==> config.mk <==
export PLATFORM = sky130hd
export DESIGN_NAME = level_sensor_conditioner
export DESIGN_NICKNAME = d
export VERILOG_FILES = /design/src/rtl/level_sensor_pkg.sv /design/src/rtl/level_sensor_conditioner_debounce.sv /design/src/rtl/level_sensor_conditioner.sv
export SDC_FILE = /design/constraint.sdc
export NUM_CORES = 1
export LEC_CHECK = 0
export ABC_AREA = 1
export BUFFER_PORTS_ARGS = -buffer_cell sky130_fd_sc_hd__clkbuf_2
export CAP_MARGIN = 25
export CORE_MARGIN = 2
export CORE_UTILIZATION = 59
export CTS_CLUSTER_DIAMETER = 30
export DETAILED_ROUTE_END_ITERATION = 16
export PLACE_DENSITY = 0.79
export SLEW_MARGIN = 20
export SYNTH_ARGS = -nofsm -noshare
export SYNTH_HDL_FRONTEND = slang
export SYNTH_SLANG_ARGS = --single-unit
export TNS_END_PERCENT = 100
==> constraint.sdc <==
create_clock -name clk -period 2.1 [get_ports clk]
set_input_delay 0 -clock clk [delete_from_list [all_inputs] [get_ports clk]]
set_output_delay 0 -clock clk [all_outputs]
set_load 0.02 [all_outputs]
==> src/rtl/level_sensor_pkg.sv <==
// Shared types and constants for the float-sensor front-end.
// Health states, legal thermometer levels and the legality check.
package level_sensor_pkg;

  typedef enum logic [1:0] {
    OK      = 2'd0,
    SUSPECT = 2'd1,
    FAULT   = 2'd2,
    RECOVER = 2'd3
  } health_e;

  localparam logic [2:0] LVL_EMPTY = 3'b000;
  localparam logic [2:0] LVL_LOW   = 3'b001;
  localparam logic [2:0] LVL_MID   = 3'b011;
  localparam logic [2:0] LVL_HIGH  = 3'b111;

  function automatic logic is_legal_level(input logic [2:0] lvl);
    return (lvl == LVL_EMPTY) || (lvl == LVL_LOW) ||
           (lvl == LVL_MID)   || (lvl == LVL_HIGH);
  endfunction

endpackage

==> src/rtl/level_sensor_conditioner_debounce.sv <==
// Per-bit two-flop synchronizer followed by a run-length debouncer.
// The stable bit flips only after DEBOUNCE_CYCLES consecutive disagreeing samples.
module sensor_bit_debounce
  import level_sensor_pkg::*;
#(
  parameter int unsigned DEBOUNCE_CYCLES = 8
) (
  input  logic clk,
  input  logic reset,
  input  logic raw_i,
  output logic stable_o
);

  localparam logic [7:0] LIMIT = 8'(DEBOUNCE_CYCLES);

  logic       sync1_q;
  logic       sync2_q;
  logic       stable_q;
  logic [7:0] cnt_q;

  // Synchronize, then count disagreement and flip on reaching the limit.
  always_ff @(posedge clk) begin
    if (reset) begin
      sync1_q  <= 1'b0;
      sync2_q  <= 1'b0;
      stable_q <= 1'b0;
      cnt_q    <= 8'd0;
    end else begin
      sync1_q <= raw_i;
      sync2_q <= sync1_q;
      if (sync2_q == stable_q) begin
        cnt_q <= 8'd0;
      end else if (cnt_q == LIMIT - 8'd1) begin
        stable_q <= ~stable_q;
        cnt_q    <= 8'd0;
      end else begin
        cnt_q <= cnt_q + 8'd1;
      end
    end
  end

  assign stable_o = stable_q;

endmodule

==> src/rtl/level_sensor_conditioner.sv <==
// Sensor front-end: debounce, legality check, health FSM, clean s bus.
// Optional fault-entry counter built only with LEVEL_SENSOR_FAULT_CNT_EN.
module level_sensor_conditioner
  import level_sensor_pkg::*;
#(
  parameter int unsigned DEBOUNCE_CYCLES = 8,
  parameter int unsigned FAULT_CYCLES    = 16
) (
  input  logic       clk,
  input  logic       reset,
  input  logic [2:0] raw_s,
  output logic [2:0] s,
  output logic       s_chg,
  output logic       fault,
  output logic [7:0] fault_count
);

  localparam logic [7:0] FLIM = 8'(FAULT_CYCLES);

  logic [2:0] d;

  for (genvar i = 0; i < 3; i++) begin : g_bit
    sensor_bit_debounce #(
      .DEBOUNCE_CYCLES(DEBOUNCE_CYCLES)
    ) u_deb (
      .clk     (clk),
      .reset   (reset),
      .raw_i   (raw_s[i]),
      .stable_o(d[i])
    );
  end

  health_e    state_q, state_d;
  logic [7:0] cnt_q, cnt_d;
  // s_q doubles as the last legal level: it only ever loads a legal d.
  logic [2:0] s_q, s_d;
  logic       s_chg_q;
  logic       fault_q, fault_d;
  logic       legal;

  // Next-state logic of the health FSM and the held level.
  always_comb begin
    state_d = state_q;
    cnt_d   = cnt_q;
    s_d     = s_q;
    legal   = is_legal_level(d);
    unique case (state_q)
      OK: begin
        if (legal) begin
          s_d = d;
        end else begin
          state_d = SUSPECT;
          cnt_d   = 8'd1;
        end
      end
      SUSPECT: begin
        if (legal) begin
          state_d = OK;
          cnt_d   = 8'd0;
          s_d     = d;
        end else if (cnt_q + 8'd1 == FLIM) begin
          state_d = FAULT;
          cnt_d   = 8'd0;
        end else begin
          cnt_d = cnt_q + 8'd1;
        end
      end
      FAULT: begin
        if (legal) begin
          state_d = RECOVER;
          cnt_d   = 8'd1;
        end
      end
      RECOVER: begin
        if (!legal) begin
          state_d = FAULT;
          cnt_d   = 8'd0;
        end else if (cnt_q + 8'd1 == FLIM) begin
          state_d = OK;
          cnt_d   = 8'd0;
          s_d     = d;
        end else begin
          cnt_d = cnt_q + 8'd1;
        end
      end
      default: begin
        state_d = OK;
        cnt_d   = 8'd0;
      end
    endcase
    // Rises one cycle after FAULT entry, falls on the edge back to OK.
    fault_d = ((state_q == FAULT) || (state_q == RECOVER)) &&
              (state_d != OK);
  end

  // State, counter and registered outputs.
  always_ff @(posedge clk) begin
    if (reset) begin
      state_q <= OK;
      cnt_q   <= 8'd0;
      s_q     <= LVL_EMPTY;
      s_chg_q <= 1'b0;
      fault_q <= 1'b0;
    end else begin
      state_q <= state_d;
      cnt_q   <= cnt_d;
      s_q     <= s_d;
      s_chg_q <= (s_d != s_q);
      fault_q <= fault_d;
    end
  end

  assign s     = s_q;
  assign s_chg = s_chg_q;
  assign fault = fault_q;

`ifdef LEVEL_SENSOR_FAULT_CNT_EN
  logic       enter_fault;
  logic [7:0] fcnt_q;

  assign enter_fault = (state_d == FAULT) && (state_q != FAULT);

  // Saturating count of FAULT entries, cleared only by reset.
  always_ff @(posedge clk) begin
    if (reset) begin
      fcnt_q <= 8'd0;
    end else if (enter_fault && (fcnt_q != 8'hFF)) begin
      fcnt_q <= fcnt_q + 8'd1;
    end
  end

  assign fault_count = fcnt_q;
`else
  assign fault_count = 8'd0;
`endif

endmodule

======== Word-level counts from Yosys, hierarchy flattened ========
Cells that the tools add are included.
storage, ports and cells
  register bits after elaboration ......... 48
  output and inout port bits .............. 13
cells by class
  $add $sub $neg .......................... 4
  equal/unequal tests ..................... 16
  multiplexer cells ....................... 17
  bitwise operators ....................... 6
  reductions and logical operators ........ 16
operators by type and width
  kind                                                 count
  2-to-1 mux 8 bit                                     5
  adder 8 x 1 -> 8 bit, second input constant          4
  one-hot mux 8 bit (4 select lines)                   1
  equality test 8 x 3 -> 1 bit, second input constant  3
  2-to-1 mux 2 bit                                     6
  2-to-1 mux 3 bit                                     3
  OR reduction 3 bit                                   3
  equality test 8 x 5 -> 1 bit, second input constant  1
  one-hot mux 2 bit (4 select lines)                   1
  AND reduction 2 bit                                  4
  inverter 1 bit                                       6
  one-hot mux 3 bit (2 select lines)                   1
  equality test 2 bit, second input constant           2
  logical OR 1 bit                                     4
  inequality test 2 bit, second input constant         2
  equality test 1 bit                                  3
  equality test 3 x 1 -> 1 bit, second input constant  1
  equality test 3 x 2 -> 1 bit, second input constant  1
  equality test 3 bit, second input constant           1
  logical NOT 3 bit                                    1
  inequality test 3 bit                                1
  equality test 2 x 1 -> 1 bit, second input constant  1
  logical NOT 2 bit                                    1
  nonzero test 2 bit                                   1
  2 further kinds                                      2

======== Depth between registers and ports, before layout ========
Gate-level depths: netlist of run 1.
  depth after elaboration ................. 8
  mapped depth ............................ 16
  mapped depth without buffers ............ 16

======== Cells and area by module ========
A second synthesis of run 1 with hierarchy kept.
unflattened totals
  cell total of the unflattened synthesis .. 403
  area, all modules ....................... 2700.1 um2
by module, submodules not included
  module                    times used  cells each  area each (um2)
  sensor_bit_debounce       3           80          553.0
  level_sensor_conditioner  1           163         1041.0

======== Least setup slack after synthesis of run 1 ========
OpenSTA, ideal clock, no wires.
  path type ............................... register to register
  start point ............................. register cnt_q[1]
  end point ............................... register s_chg_q (netlist: s_chg)
  arrival time ............................ 1.625 ns
  required time ........................... 1.972 ns
  slack ................................... 0.348 ns
  cell stages (with the launch flop) ...... 15
  buffers on the path ..................... 0
  cell sequence ........................... dfxtp_1 -> ha_1 -> nand2_2 -> nor3_1 -> nand2_1 -> nand2_1 -> nand4_2 -> nand2_1 -> nand3_2 -> nand2_1 -> nand2_1 -> nand2_1 -> nand2_1 -> nor2_1 -> nor2_1
between the ends
  longest elaborated chain between the ends .. 6
ends and longest elaborated chain
  what                                RTL line                         source
  start, declared                     level_sensor_conditioner.sv:34   logic [7:0] cnt_q, cnt_d;
  start signal, assigned              level_sensor_conditioner.sv:106  cnt_q <= cnt_d;
  adder 8 x 1 -> 8 bit                level_sensor_conditioner.sv:78   end else if (cnt_q + 8'd1 == FLIM) begin
  equality test 8 x 5 -> 1 bit        level_sensor_conditioner.sv:78
  2-to-1 mux 3 bit                    level_sensor_conditioner.sv:78
  2-to-1 mux 3 bit                    level_sensor_conditioner.sv:75   if (!legal) begin
  one-hot mux 3 bit (2 select lines)  level_sensor_conditioner.sv:47   unique case (state_q)
  inequality test 3 bit               level_sensor_conditioner.sv:108  s_chg_q <= (s_d != s_q);
  end signal, assigned                level_sensor_conditioner.sv:108
  end, declared                       level_sensor_conditioner.sv:37   logic s_chg_q;
No other way between the ends.
A chain may end at the register's enable or synchronous reset.

======== Worst setup path after layout of run 1 ========
Same ends and word-level chain as after synthesis.

==> results of run 1 <==
[power breakdown]
group / internal [mW] / total (mW) / switching [mW]
Clock: 0.468 / 0.767 / 0.299
Sequential: 0.916 / 0.920 / 0.00362
Combinational: 0.0127 / 0.0437 / 0.0310
[through the flow]
| step | worst slack (ps) | power [mW] | instance area [um^2] | hold WS (ps) |
|---|---|---|---|---|
| floorplan | 347.6 | 0.9816 | 2369 | 107.0 |
| detailed placement | 139.1 | 0.9810 | 2421 | 199.4 |
| finish | 262.7 | 1.731 | 2594 | 97.29 |
| global placement | 237.1 | 0.9799 | 2421 | 195.1 |
| global route | 1.775 | 1.783 | 2594 | 115.7 |
| CTS | 72.22 | 1.745 | 2580 | 98.16 |
[final cells by class]
| class | instances | share of cell area (%) |
|---|---|---|
| multi-input combinational | 225 | 43.70 |
| sequential | 48 | 37.29 |
| inverter | 57 | 8.249 |
| timing repair buffer | 14 | 3.473 |
| clock buffer | 5 | 2.653 |
| clock inverter | 2 | 2.315 |
| tap | 48 | 2.315 |
[repair_timing]
action	in CTS	in global routing
hold endpoints to repair	3	0
buffers inserted	0	0
endpoints found under the setup margin	0	2
gates resized for setup	0	7
hold buffers	3	0
[worst paths after layout]
check	endpoint	cells after the start
min	cnt_q[3]	3
min reg2reg	g_bit[1].u_deb.sync2_q	2
max	s_chg	14
max reg2reg	s_chg	14
[cells by family after synthesis]
logic type      after synthesis  synth area share [%]
simple gates                171                 33.65
xor+xnor                      7                 2.618
buf+inv                      67                 12.02
other cells                   1                0.1601
fa+ha+maj                     5                 2.671
flops                        48                 41.03
compound gates               34                 7.852
[cell usage in the layout, fill, tap and decap left out]
master / synthesis / layout
a21oi_1: 15 / 15
a22oi_1: 1 / 1
a32oi_1: 1 / 1
and2_1: 1 / 1
and3_1: 1 / 1
buf_4: 8 / 2
bufinv_16: 0 / 2
clkbuf_2: 0 / 9
clkbuf_8: 0 / 5
clkinv_1: 2 / 2
conb_1: 1 / 8
dfxtp_1: 48 / 43
dfxtp_2: 0 / 5
dlygate4sd3_1: 0 / 3
ha_1: 5 / 4
ha_2: 0 / 1
inv_1: 55 / 55
nand2_1: 67 / 67
nand2_2: 5 / 5
nand3_1: 20 / 20
nand3_2: 3 / 3
nand4_1: 6 / 6
nand4_2: 1 / 1
nor2_1: 46 / 46
nor2_2: 4 / 4
nor2_4: 2 / 2
nor3_1: 6 / 5
nor3_2: 0 / 1
nor3b_1: 5 / 5
nor4_1: 4 / 4
o211ai_1: 2 / 2
o21ai_0: 12 / 12
o21ai_1: 1 / 1
o22ai_1: 2 / 2
xor2_1: 7 / 7
[per-layer routing]
metal  track usage (%)  up-vias
li1                  -     1069
met1             24.53      909
met2             36.88       55
met3             4.392       13
met4             12.50        0
met5                 0        -
[Yosys cell counts, drive strengths merged, types with 2 or more instances]
master  count  share of area (%)
nand2      72                 12
inv        55                8.8
nor2       52                9.4
dfxtp      48                 41
nand3      23                5.6
a21oi      15                3.2
o21ai      13                2.8
buf         8                2.6
nand4       7                2.1
xor2        7                2.6
nor3        6                1.3
ha          5                2.7
nor3b       5                1.6
nor4        4                1.1
clkbuf      2               0.32
clkinv      2               0.32
o211ai      2               0.64
o22ai       2               0.53
[registers in the layout, indices dropped and copies added, names as in the netlist]
signal and flops:
fault 1, s 3, state_q 2, cnt_q 8, g_bit.u_deb.sync1_q 3, g_bit.u_deb.sync2_q 3
s_chg 1, g_bit.u_deb.stable_o 3, g_bit.u_deb.cnt_q 24
[critical path, cell delays in order (launching register included)]
cell     delay, ps
dfxtp_2        380
ha_2           210
nand2_2         90
nor3_2         220
nand2_1         70
nand2_1         70
nand4_2        130
nand2_1         80
nand2_1         60
nand2_1         90
nand2_1         70
nand2_1         60
nand3_1         70
nor2_1          90
nor2_1          40
==> results.yml, run 1 <==
worst_hold_path:
  hp-start: "reset"
  hold_class: "primary input to flip-flop"
grt:
  antenna_found_initial: 0
  grt_max_degree: 17
  grt_pass1_wl_mm: 7.376
  grt-ovfl-total: 0
  grt_pass1_vias: 1871
  grt_use_total_pct: 21.55
setup_path:
  worst-endpoint-arrival_ps: 2040
  rr_startpoint: "cnt_q[1]"
  end_kind: "flip-flop"
  worstSetupStartpoint: "cnt_q[1]"
  reg2reg_setup_slack_ps: 260
  required_ps: 2300
  startpoint_type: "flip-flop"
  cp_max_fo: 6
  crit_type: "flip-flop to flip-flop"
cts:
  numCtsBuffers: 5
  cts_tree: "yes"
  clockBufferDepth: 2
  htree_num_levels: 2
  cts_root_buf: "clkbuf_8"
  clk_latency_ps: 300
  clk_pin_slew_ps: 90
  cts.sinks: 48
pwr:
  power_density_nw_per_um2: 667.3
  p_leak_nw: 1.103
  max-vdd-ir-drop_mv: 0.4186
outcome:
  status: "complete, no violations"
route:
  route.met3.wl_um: 179
  wl_met1_mm: 1.962
  wl_mm: 4.316
  vias_per_cell: 5.128
  routed-via-count: 2046
  dr.pass1.iters: 4
  top_layer: "met4"
  drc: 0
  ant_nets: 0
  wl_per_cell_um: 10.82
  drt_iter0_drc: 132
  wl_met2_mm: 2.048
final_layout:
  instances_no_fill: 399
  seqCellArea_um2: 967.2
  diodes: 0
  fill_cells: 322
  nets: 361
  finish.utilization_pct: 69.28
  multi_input_area_um2: 1134
  syn_to_final_growth_pct: 10.74
  drive_above_1_share_pct: 11.40
placement:
  numPortBuffers: 9
  gp_congestion: 0.8402
  place_inst: 389
  dp_hpwl_mm: 3.069
synth:
  async_reset_ff_share_pct: 0
  synth.distinct_cells: 29
  synth_edf_count: 0
  ys_seq_area_share_pct: 41.03
  ys_ff_latch: 48
  ys.flop_type: "dfxtp_1"
  synthesis.area_per_instance_um2: 7.034
  syn_area_um2: 2342
  yosysWarnings: 0
  synth_cells: 333
die:
  io_pins: 18
  dieWidth_um: 67.01
  fp.dieArea_um2: 4490
  die_h_um: 67.01
  rows: 22
  start_util_pct: 62.57
  coreArea_um2: 3744
timing:
  hold_viol: 0
  final.min_clock_period_ps: 1837
  drv_slew: 0
  fin_setup_tns_ps: 0
  max_freq_ghz: 0.5443
  rsz0062_at_grt: "no"
  finalCritPeriodShare_pct: 87.49
  fin_skew_ps: 5.787
  finalSetupViolCount: 0
run:
  max_cap_violations: 0
(Power assumes the default switching activity.)
==> inputs of run 2 (changes only) <==
--- a/config.mk
+++ b/config.mk
@@ -9,12 +9,13 @@
 export BUFFER_PORTS_ARGS = -buffer_cell sky130_fd_sc_hd__clkbuf_2
 export CAP_MARGIN = 25
 export CORE_MARGIN = 2
-export CORE_UTILIZATION = 59
+export CORE_UTILIZATION = 60
 export CTS_CLUSTER_DIAMETER = 30
 export DETAILED_ROUTE_END_ITERATION = 16
 export PLACE_DENSITY = 0.79
 export SLEW_MARGIN = 20
 export SYNTH_ARGS = -nofsm -noshare
 export SYNTH_HDL_FRONTEND = slang
+export SYNTH_HIERARCHICAL = 1
 export SYNTH_SLANG_ARGS = --single-unit
 export TNS_END_PERCENT = 100
==> constraint.sdc (replaced) <==
create_clock -name clk -period 1.8 [get_ports clk]
set_input_delay 0 -clock clk [delete_from_list [all_inputs] [get_ports clk]]
set_output_delay 0 -clock clk [all_outputs]
set_load 0.02 [all_outputs]
==> run 2 against run 1 <==
Wire length rose by 16%. Maximum frequency is 4.9% higher. Critical path depth is the same. Via count is 18% higher. Clock power increased by 22%. Final cell count up 21%. Setup slack got worse by 210 ps.
==> results.yml, run 2 <==
cts:
  cts.sinks: 48
  clk_pin_slew_ps: 100
  numCtsBuffers: 5
  htree_num_levels: 2
  clk_latency_ps: 310
  cts_root_buf: "clkbuf_8"
  cts_tree: "yes"
  clockBufferDepth: 2
final_layout:
  max_flop_register: "g_bit.u_deb/cnt_q"
  layout_common_cells: "102 x nand2_1, 53 x inv_1, 43 x dfxtp_1"
  drive_above_1_share_pct: 24.24
  fill_cells: 348
  top_regs: "g_bit.u_deb/cnt_q (24), cnt_q (8)"
  diodes: 0
  largest_reg_flops: 24
  finish.utilization_pct: 69.94
  multi_input_area_um2: 1478
  final_area_um2: 3045
  seqCellArea_um2: 967.2
  final_common_cell: "nand2_1"
  instances_no_fill: 481
  nets: 437
  syn_to_final_growth_pct: 12.79
worst_hold_path:
  hp-start: "reset"
  hold_class: "primary input to flip-flop"
  min_path_cells: 2
setup_path:
  crit_type: "flip-flop to flip-flop"
  critPathTopFamily: "simple AND/OR/NAND/NOR gates"
  critical_path.most_common_cell: "nand2_2"
  startpoint_type: "flip-flop"
  slowest_stage: "dfxtp_2"
  worst-endpoint-arrival_ps: 1930
  end_kind: "flip-flop"
  cp_max_fo: 4
  cp_num_cells: 14
  worstSetupStartpoint: "cnt_q[0]"
  required_ps: 1980
  cp.buffers_inverters: 2
  rr_worst_depth: 14
  crit_path_cell_trace: "ha_2, nand2_2, inv_2, nand3_1, nor2_2, nand4_1, nand2_1, inv_1, nand2_2, nand3_1, nand2_1, nand2_2, nor2_1, nor2_1"
  rr_startpoint: "cnt_q[0]"
  slowest_delay_ps: 340
synth:
  synth.distinct_cells: 30
  synth_edf_count: 0
  synth.most_common_cell: "nand2_1"
  ys_ff_latch: 48
  netlist.area_leader.share_pct: 35.59
  yosysWarnings: 6
  ys_seq_area_share_pct: 35.59
  syn_area_um2: 2700
  ys.flop_type: "dfxtp_1"
  async_reset_ff_share_pct: 0
  synth_cells: 403
  synthTopCellsByCount: "103 x nand2_1, 53 x inv_1, 48 x dfxtp_1, 40 x nor2_1, 33 x nand3_1"
  synth_area_leaders: "dfxtp_1 36%, nand2_1 14%, inv_1 7.4%"
  synthesis.area_per_instance_um2: 6.700
  yosys.area.top_type: "dfxtp_1"
timing:
  rsz0062_at_grt: "yes"
  final.min_clock_period_ps: 1752
  fin_setup_tns_ps: 0
  finalSetupViolCount: 0
  fin_skew_ps: 11.17
  max_freq_ghz: 0.5708
  drv_slew: 0
  hold_viol: 0
  worstMarginPinSlew_ps: 564.0
  relSlewSlack_pct: 62.40
  finalCritPeriodShare_pct: 97.33
grt:
  grt_pass1_vias: 2165
  grt_max_degree: 26
  grt_use_total_pct: 21.05
  grt-ovfl-total: 0
  grt_pass1_wl_mm: 8.714
  antenna_found_initial: 0
pwr:
  p_total_mw: 2.071
  p_leak_nw: 1.287
  max-vdd-ir-drop_mv: 0.5035
  p_comb_share_pct: 3.0
  p_switching_mw: 0.4257
  power_density_nw_per_um2: 680.0
  internal-power_mw: 1.645
  p_clk_share_pct: 45.1
  switching_share_pct: 20.55
  power_frac_seq_pct: 51.9
route:
  ant_nets: 0
  wl_per_cell_um: 10.41
  drc: 0
  dr.pass1.iters: 4
  vias_per_cell: 5.008
  drt_iter0_drc: 71
  routed-via-count: 2409
  wl_mm: 5.006
die:
  die_h_um: 71.09
  rows: 24
  fp.dieArea_um2: 5053
  dieWidth_um: 71.09
  io_pins: 18
  coreArea_um2: 4354
  start_util_pct: 62.01
placement:
  dp_hpwl_mm: 3.659
  gp_congestion: 0.8602
  dpl-instance-area_um2: 2825
  numPortBuffers: 9
  place_inst: 469
run:
  max_cap_violations: 0
outcome:
  status: "complete, no violations"
## run 2: cell count changes in the layout (fill, tap and decap cells not counted), moves of 6 or more
cell,change
nand2_1,+35
nor2_2,+17
inv_2,+13
nand3_1,+11
a21oi_2,+9
nand2_2,+9
nor2_1,-7
a21oi_1,-6
buf_4,+6
xor2_1,-6
## run 2: worst reg2reg max path: cells and delay by family, from the launching register on
family	cells	cell delay [ps]
adder cells (fa/ha/maj)	1	200
buffers and inverters	2	130
flip-flops	1	340
AND/OR/NAND/NOR	11	960
## run 2: metal layers
layer	track usage, %	routed length [um]	part of all wire [%]
met5	0	0	0
met4	7.338	65	1.3
met3	4.986	144	2.9
met2	35.72	2440	49
met1	26.18	2355	47
## run 2: area by class of cell
type                            count  area share, %
Sequential cell                    48          31.76
Timing Repair Buffer               20          4.437
Multi-Input combinational cell    283          48.52
Clock inverter                      3          2.260
Inverter                           70          8.628
Tap cell                           52          2.136
Clock buffer                        5          2.260
## run 2: through the flow
stage | hold slack [ps] | worst slack (ps)
floorplan | 71.18 | 117.4
global placement | 192.2 | 72.11
detailed placement | 195.8 | 36.71
CTS | 243.9 | 7.754
global route | 279.0 | -122.3
finish | 245.5 | 48.01
## run 2: power groups by stage
stage | clock, mW | sequential [mW] | combinational, mW
detailed placement | 0 | 1.10 | 0.0570
CTS | 0.968 | 1.07 | 0.0629
global placement | 0 | 1.10 | 0.0557
global route | 1.01 | 1.08 | 0.0701
finish | 0.934 | 1.07 | 0.0627
floorplan | 0 | 1.10 | 0.0558
## run 2: timing repair
item,CTS,global route
endpoints found under the hold margin,3,0
resized for setup,0,14
hold buffers,3,0
endpoints found under the setup margin,0,12
setup buffers,0,1
## run 2: kinds of logic after synthesis
logic type                 synth area share, %
AOI/OAI and AO/OA                        8.851
xor gates and xnor gates                0.3244
adders and majority gates                1.854
buffers and inverters                    12.09
DFF                                      35.59
other                                   0.1389
and+or+nand+nor                          41.15
## run 2: worst paths after layout
check	endpoint	slack (ps)
min	g_bit[0].u_deb/sync1_q	250
max reg2reg	s_chg	50
max	s_chg	50
min reg2reg	g_bit[1].u_deb/sync2_q	400
==> inputs of run 3 (changes only) <==
--- a/config.mk
+++ b/config.mk
@@ -13,6 +13,7 @@
 export CTS_CLUSTER_DIAMETER = 30
 export DETAILED_ROUTE_END_ITERATION = 16
 export PLACE_DENSITY = 0.79
+export RECOVER_POWER = 100
 export SLEW_MARGIN = 20
 export SYNTH_ARGS = -nofsm -noshare
 export SYNTH_HDL_FRONTEND = slang
==> run 3 against run 2 <==
Non-clock buffer count stayed put. Global-route usage stayed put. Clock skew hardly changed. Count of clock-buffer cells in the layout did not move. Setup slack improved by 0.65 ps. Sequential power about the same. Via count about the same. Clock power hardly changed. Hold slack lost 1.2 ps. Wire length is 1.0% higher. Power hardly changed.
==> results.yml, run 3 (synthesized netlist as in run 2, its figures left out) <==
route:
  drt_iter0_drc: 72
  ant_nets: 0
  vias_per_cell: 5.006
  wl_mm: 5.057
  dr.pass1.iters: 4
  routed-via-count: 2408
  wl_per_cell_um: 10.51
  drc: 0
timing:
  fin_setup_tns_ps: 0
  finalSetupViolCount: 0
  rsz0062_at_grt: "yes"
  hold_viol: 0
  finalCritPeriodShare_pct: 97.30
  worst_slack_ps: 48.66
  max_freq_ghz: 0.5710
  drv_slew: 0
  worstMarginPinSlew_ps: 562.7
  final.min_clock_period_ps: 1751
  fin_skew_ps: 11.10
  relSlewSlack_pct: 62.49
setup_path:
  slowest_stage: "dfxtp_2"
  startpoint_type: "flip-flop"
  worst-endpoint-arrival_ps: 1930
  end_kind: "flip-flop"
  rr_startpoint: "cnt_q[0]"
  critPathTopFamily: "simple AND/OR/NAND/NOR gates"
  crit_type: "flip-flop to flip-flop"
  required_ps: 1980
  crit_path_cell_trace: "ha_2, nand2_2, inv_2, nand3_1, nor2_2, nand4_1, nand2_1, inv_1, nand2_2, nand3_1, nand2_1, nand2_2, nor2_1, nor2_1"
  cp_max_fo: 4
  reg2reg_setup_slack_ps: 50
  critical_path.most_common_cell: "nand2_2"
  slowest_delay_ps: 340
  timing.rr.end: "s_chg"
  rr_worst_depth: 14
  cp.buffers_inverters: 2
final_layout:
  final_common_cell: "nand2_1"
  final_area_um2: 2993
  syn_to_final_growth_pct: 10.84
  finish.utilization_pct: 68.74
  largest_reg_flops: 24
  diodes: 0
  drive_above_1_share_pct: 20.75
  layout_common_cells: "108 x nand2_1, 53 x inv_1, 43 x dfxtp_1"
  fill_cells: 365
  top_regs: "g_bit.u_deb/cnt_q (24), cnt_q (8)"
  max_flop_register: "g_bit.u_deb/cnt_q"
  nets: 437
cts:
  cts_root_buf: "clkbuf_8"
  numCtsBuffers: 5
  clk_pin_slew_ps: 100
  clk_latency_ps: 310
  cts.sinks: 48
  htree_num_levels: 2
  clockBufferDepth: 2
  cts_tree: "yes"
pwr:
  p_switching_mw: 0.4248
  power_density_nw_per_um2: 691.3
  max-vdd-ir-drop_mv: 0.5037
  switching_share_pct: 20.53
  internal-power_mw: 1.644
  p_comb_share_pct: 2.9
  p_clk_share_pct: 45.2
  p_leak_nw: 1.271
  power_frac_seq_pct: 51.9
grt:
  grt_max_degree: 26
  grt_pass1_wl_mm: 8.714
  grt-ovfl-total: 0
  antenna_found_initial: 0
  grt_pass1_vias: 2165
  grt_use_total_pct: 21.05
worst_hold_path:
  min_to: "g_bit[0].u_deb/sync1_q"
  min_path_cells: 2
  hold_class: "primary input to flip-flop"
  hp-start: "reset"
outcome:
  status: "complete, no violations"
die:
  fp.dieArea_um2: 5053
  coreArea_um2: 4354
  die_h_um: 71.09
  rows: 24
  start_util_pct: 62.01
  dieWidth_um: 71.09
  io_pins: 18
placement:
  numPortBuffers: 9
  gp_congestion: 0.8602
  dpl-instance-area_um2: 2825
  pre_cts_slack_ps: 36.71
  dp_hpwl_mm: 3.659
run:
  max_cap_violations: 0
-- run 3: layout make-up --
type	instances	area, um^2	share of cell area, %
multi-input cells	283	1429	47.74
clock buffers	5	68.82	2.299
well taps	52	65.06	2.174
flip-flops and latches	48	967.2	32.32
clock inverters	3	68.82	2.299
repair buffers	20	131.4	4.390
inverters	70	262.8	8.779
-- run 3: worst max path at each step --
stage / from / cells past startpoint / slack, ps / endpoint
2_1_floorplan: cnt_q[0] / 15 / 120 / s_chg
3_3_place_gp: cnt_q[0] / 15 / 70 / s_chg
3_5_place_dp: cnt_q[0] / 15 / 40 / s_chg
4_1_cts: cnt_q[0] / 15 / 8 / s_chg
5_1_grt: cnt_q[0] / 14 / -120 / s_chg
6_report: cnt_q[0] / 14 / 50 / s_chg
-- run 3: power by group through the flow --
| stage | sequential (mW) | combinational [mW] | clock [mW] |
|---|---|---|---|
| after floorplan | 1.10 | 0.0558 | 0 |
| after global placement | 1.10 | 0.0557 | 0 |
| after detailed placement | 1.10 | 0.0570 | 0 |
| after CTS | 1.07 | 0.0629 | 0.968 |
| after global routing | 1.08 | 0.0678 | 1.01 |
| final | 1.07 | 0.0605 | 0.935 |
-- run 3: timing repair --
item	4_1_cts	5_1_grt
hold buffers	3	0
gates resized for setup	0	14
setup buffers	0	1
endpoints found under the hold margin	3	0
setup endpoints to repair	0	12
-- run 3: metal layers --
metal | vias up | wire length, um | global-route usage [%]
met1 | 1084 | 2373 | 26.18
li1 | 1287 | - | -
met3 | 7 | 153 | 4.986
met2 | 30 | 2464 | 35.72
met5 | - | 0 | 0
met4 | 0 | 65 | 7.338
-- run 3: metrics by stage --
step                power (mW)  instances  hold WS, ps
floorplan                1.154        410        71.18
global placement         1.154        469        192.2
detailed placement       1.156        469        195.8
CTS                      2.105        480        243.9
global route             2.150        481        279.0
finish                   2.069        481        244.3
